[src/rtl/bin_to_bcd_seq_pkg.sv]
// bin_to_bcd_seq_pkg: display constants and converter state encoding, shared with the 7-segment driver
package bin_to_bcd_seq_pkg;
    localparam int SEG_DIGITS  = 4;
    localparam int BCD_W       = 4 * SEG_DIGITS;
    localparam int MAX_DISPLAY = 9999;
    typedef enum logic [1:0] {
        IDLE  = 2'd0,
        SHIFT = 2'd1,
        DONE  = 2'd2
    } state_e;
endpackage

[src/rtl/bcd_add3_digit.sv]
// bcd_add3_digit: double-dabble correction for one BCD nibble
module bcd_add3_digit (
    input  logic [3:0] in_i,
    output logic [3:0] out_o
);
    always_comb out_o = (in_i >= 4'd5) ? in_i + 4'd3 : in_i;
endmodule

[src/rtl/bin_to_bcd_seq.sv]
// bin_to_bcd_seq: shift-and-add-3 binary to BCD, one bit per clock, result held between conversions
module bin_to_bcd_seq
    import bin_to_bcd_seq_pkg::*;
#(
    parameter int IN_W    = 14,
    parameter int DIGITS  = SEG_DIGITS,
    parameter int MAX_VAL = MAX_DISPLAY
) (
    input  logic                  clk,
    input  logic                  rst,
    input  logic                  start,
    input  logic [IN_W-1:0]       bin,
    output logic                  busy,
    output logic                  done,
    output logic [4*DIGITS-1:0]   bcd,
    output logic                  ovf
);
    localparam int SR_W  = 4 * DIGITS + IN_W;
    localparam int CNT_W = $clog2(IN_W + 1);
    localparam logic [IN_W-1:0] MAX_V = IN_W'(MAX_VAL);

    state_e              state_q;
    logic [SR_W-1:0]     sr_q, sr_d;
    logic [CNT_W-1:0]    cnt_q;
    logic                busy_q, done_q, ovf_q, ovfp_q;
    logic [4*DIGITS-1:0] bcd_q, adj;
    logic [IN_W-1:0]     operand;
    logic                ovf_in;

    for (genvar d = 0; d < DIGITS; d++) begin : g_dig
        bcd_add3_digit u_add3 (
            .in_i (sr_q[IN_W+4*d +: 4]),
            .out_o(adj[4*d +: 4])
        );
    end

    always_comb begin
        ovf_in  = bin > MAX_V;
        operand = ovf_in ? MAX_V : bin;
        sr_d    = {adj, sr_q[IN_W-1:0]} << 1;
    end

    // bcd/ovf only load on the final shift so the display never sees partial digits
    always_ff @(posedge clk) begin
        if (rst) begin
            state_q <= IDLE;
            sr_q    <= '0;
            cnt_q   <= '0;
            busy_q  <= 1'b0;
            done_q  <= 1'b0;
            bcd_q   <= '0;
            ovf_q   <= 1'b0;
            ovfp_q  <= 1'b0;
        end else begin
            case (state_q)
                IDLE: begin
                    done_q <= 1'b0;
                    if (start) begin
                        sr_q    <= {{(4*DIGITS){1'b0}}, operand};
                        ovfp_q  <= ovf_in;
                        cnt_q   <= '0;
                        busy_q  <= 1'b1;
                        state_q <= SHIFT;
                    end
                end
                SHIFT: begin
                    sr_q  <= sr_d;
                    cnt_q <= cnt_q + 1'b1;
                    if (cnt_q == CNT_W'(IN_W - 1)) begin
                        busy_q  <= 1'b0;
                        done_q  <= 1'b1;
                        bcd_q   <= sr_d[SR_W-1 -: 4*DIGITS];
                        ovf_q   <= ovfp_q;
                        state_q <= DONE;
                    end
                end
                DONE: begin
                    done_q  <= 1'b0;
                    state_q <= IDLE;
                end
                default: state_q <= IDLE;
            endcase
        end
    end

    assign busy = busy_q;
    assign done = done_q;
    assign bcd  = bcd_q;
    assign ovf  = ovf_q;
endmodule
[config.mk]
export PLATFORM = sky130hd
export DESIGN_NAME = bin_to_bcd_seq
export DESIGN_NICKNAME = d
export VERILOG_FILES = /design/src/rtl/bin_to_bcd_seq_pkg.sv /design/src/rtl/bcd_add3_digit.sv /design/src/rtl/bin_to_bcd_seq.sv
export SDC_FILE = /design/constraint.sdc
export NUM_CORES = 1
export LEC_CHECK = 0
export CORE_MARGIN = 2
export CORE_UTILIZATION = 55
export CTS_CLUSTER_SIZE = 28
export DETAILED_ROUTE_END_ITERATION = 16
export PLACE_DENSITY_LB_ADDON = 0.12
export SETUP_SLACK_MARGIN = 0.15
export SLEW_MARGIN = 25
export SYNTH_ARGS = -nofsm -noshare
export SYNTH_HDL_FRONTEND = slang
export SYNTH_SLANG_ARGS = --single-unit
export TNS_END_PERCENT = 20
[constraint.sdc]
create_clock -name clk -period 4.9 [get_ports clk]
set_input_delay 0.735 -clock clk [delete_from_list [all_inputs] [get_ports clk]]
set_output_delay 0.735 -clock clk [all_outputs]
set_load 0.02 [all_outputs]
==> parameters.txt <==
Parameter                              Value

Outcome
  Run status ... finished clean

Synthesis
  Combinational family with the most area after synthesis ... compound AO/OA/AOI/OAI gates
  Post-synth design cell area ... between 2000 and 2500 µm²
  Share of synthesized cell area in full adder, half adder and majority cells ... roughly 5%
  Fraction of synthesized area in multiplexers ... roughly 1.7%
  Library cell occupying the most area in the post-synthesis netlist ... sky130_fd_sc_hd__dfxtp_1
  Flop and latch count out of synthesis ... 56
  Top area cells in the synthesized netlist ... sky130_fd_sc_hd__dfxtp_1, sky130_fd_sc_hd__nor2_1, sky130_fd_sc_hd__ha_1, sky130_fd_sc_hd__a21oi_1, sky130_fd_sc_hd__o221a_1
  Prevailing post-synth register cell ... sky130_fd_sc_hd__dfxtp_1
  Mean Syn Cell Area ... roughly 9 µm²
  Post-synthesis sequential area ratio ... between 40% and 50%
  Simple logic cell fraction of the synthesized area ... a little under a fifth
  Complex-gate fraction of the synthesized area ... between 20% and 30%
  Number of nets produced by synthesis ... just under 300
  Yosys warning count ... 0
  Synth top area share ... a little under half
  Unique cell type count in the Yosys netlist ... 37
  Post-synthesis share of cell area spent on xor and xnor gates ... ~1.4%
  Number of flops mapped to enable cells by yosys ... 0
  Synth async-reset ratio ... 0%
  Number of instances in the synthesized netlist ... roughly 270

Die
  Die span in x ... ~70 µm
  Y dimension of the die ... just over 70 µm
  Number of top-level pins ... 36
  Total die area ... ~5000 µm²
  Cell Rows ... 24
  Starting density of the core ... a little under three fifths
  Standard cell core area ... 4290 µm²

Clocking
  CTS root buf ... sky130_fd_sc_hd__clkbuf_8
  Number of hold buffers added after cts ... 0
  Number of buffers between clock root and the deepest sink ... 2
  Post-cts gate resize count ... 0
  H-tree Lvls ... 2
  CTS tree ... yes
  Postcts setup bufs ... 0
  Clock buffers created by TritonCTS ... 5
  Clock Latency Late Sink ... approximately 0.31 ns
  Clock-pin slew on the worst setup and hold paths ... roughly 0.10 ns
  Clk sink count ... between 50 and 60

Final layout
  Post-synthesis to final-layout area growth ... 19.4%
  Layout cells sized above 1 ... 4.01%
  Fill count ... 373
  Commonest cells after routing, fill and taps aside ... sky130_fd_sc_hd__dfxtp_1, sky130_fd_sc_hd__nor2_1, sky130_fd_sc_hd__clkdlybuf4s50_1
  Number of nets in the layout ... 325
  Most frequent standard cell in the layout excluding fill and tap cells ... sky130_fd_sc_hd__dfxtp_1
  Count of antenna diodes in the layout ... 0
  Post-route cell area ... a little under 3000 µm²

STA
  Final TNS setup ... 0 ns
  Max Transition Viols Final ... 0
  Fin crit share ... 49.4%
  Worst hold slack after final layout ... between 0.4 and 0.5 ns
  Relative max-transition margin ... between 40% and 50%
  Timing-limited maximum frequency ... roughly 410 MHz
  Transition time at the pin with the least slew margin ... a little under 0.9 ns
  RSZ-0062 raised after global routing ... false
  Minimum period implied by the final worst setup slack ... 2.42 ns
  Hold Vio Cnt, Final ... 0
  Post-route worst setup slack ... about 2.5 ns
  Clock skew after layout ... 0.00624 ns
  Count of final setup violators ... 0

Routing
  Wire length per cell after detailed routing ... about 15 µm
  Vias post-DR ... just over 2k
  Iter 0 DRT Violations ... 135
  Count of TritonRoute iterations in the first routing pass ... 4
  Antenna Nets Post-Route ... 0
  Final routed DRC violation total ... 0
  Detailed-route vias per instance ... 5.83
  Wirelength, routed ... roughly 5400 µm

Pwr
  Maximum vdd drop ... 0.147 mV
  Post-layout total power ... 0.844 mW
  Power density normalized to cell area ... 291 nW/µm²
  Leak Pwr ... ~1.1 nW

GRT
  Maximum number of pins on one net before global-route repair ... 23
  Initial antenna violation count ... 0
  Via count of the first global-routing pass ... ~1.9k
  GR Overflow Total ... 0
  GR Util All Layers ... roughly 23%
  Global-route wire length before repair ... 9030 µm

Critical path
  Data arrival at the endpoint of the critical path ... ~2.6 ns
  Req. time, crit path ... 5.10 ns
  Largest fanout on the critical path ... 13
  Classification of the worst setup path ... in2reg
  Worst setup EP type ... flop
  Kind of start point of the critical path ... input pin

Placement
  Setup slack after placement ... approximately 2.1 ns
  Instance area after placement ... roughly 2800 µm²
  HPWL after detailed placement ... 3710 µm
  Quantity of I/O buffers inserted on ports ... 35
  Weighted congestion at the end of routability-driven global placement ... between 0.7 and 0.8

Min path
  Worst min-delay path class ... reg2reg

Job
  Maximum capacitance violations ... 0
-- stage by stage --
step                std cells  utilization [%]
floorplan                 269                -
global placement          343             65.0
detailed placement        343             65.1
CTS                       351             67.6
global route              351             67.6
finish                    351             67.6
-- kinds of logic after synthesis --
| logic type | Yosys count |
|---|---|
| AND/OR/NAND/NOR | 92 |
| buffers and inverters | 26 |
| flip-flops | 56 |
| XOR/XNOR | 4 |
| multiplexers | 4 |
| adder cells (fa/ha/maj) | 10 |
| AO/OA/AOI/OAI | 77 |
-- Yosys cell counts, types with 6 or more instances --
library cell,n
sky130_fd_sc_hd__a21o_1,8
sky130_fd_sc_hd__and3_1,6
sky130_fd_sc_hd__nor3_1,8
sky130_fd_sc_hd__clkbuf_1,8
sky130_fd_sc_hd__o21ai_0,13
sky130_fd_sc_hd__dfxtp_1,56
sky130_fd_sc_hd__a211oi_1,8
sky130_fd_sc_hd__nand2_1,13
sky130_fd_sc_hd__nor2_1,36
sky130_fd_sc_hd__nand3_1,7
sky130_fd_sc_hd__ha_1,10
sky130_fd_sc_hd__a22o_1,6
sky130_fd_sc_hd__o2bb2ai_1,7
sky130_fd_sc_hd__nor3b_1,8
sky130_fd_sc_hd__inv_1,11
sky130_fd_sc_hd__o221a_1,6
sky130_fd_sc_hd__a21oi_1,16
-- worst max-delay path: stages --
cell                              delay, ns
sky130_fd_sc_hd__clkdlybuf4s50_1       0.47
sky130_fd_sc_hd__nor2_1                0.05
sky130_fd_sc_hd__nor2_1                0.66
sky130_fd_sc_hd__nor2_1                0.38
sky130_fd_sc_hd__a22o_1                0.32
-- worst paths after layout --
check / start / end / slack, ns / cells after the start
min reg2reg: ovf / ovf / 0.46 / 2
max: start / sr_q[19] / 2.48 / 5
max reg2reg: state_q[1] / bcd[15] / 2.91 / 4
min: ovf / ovf / 0.46 / 2
-- flip-flops by register name, indices dropped and copies added (netlist names) --
signal and cells:
done 1, state_q 2, bcd 16, ovf 1
ovfp_q 1, sr_q 30, busy 1, cnt_q 4
-- layer usage --
metal  global-route usage [%]  share of wire (%)  vias to the layer above
met3                     5.34                5.3                        8
met4                     7.69                1.1                        0
met5                        0                  0                        -
li1                         -                  -                     1025
met1                     30.7                 47                      959
met2                     35.4                 47                       54
-- area by class of cell --
| cell class | instances | area, µm² | area share [%] |
|---|---|---|---|
| flip-flops and latches | 56 | 1120 | 38.6 |
| multi-input cells | 187 | 1200 | 41.4 |
| repair buffers | 37 | 365 | 12.6 |
| clock inverters | 2 | 35.0 | 1.21 |
| inverters | 11 | 41.3 | 1.42 |
| well taps | 52 | 65.1 | 2.24 |
| clock buffers | 6 | 72.6 | 2.50 |
-- report_power, final --
part	leakage (nW)	switching [mW]	internal (mW)
logic	0.608	0.0401	0.0300
registers	0.455	0.00854	0.468
clock network	0.0552	0.146	0.152
total	1.12	0.194	0.650
Note: power is estimated with default switching activity, not from simulation.
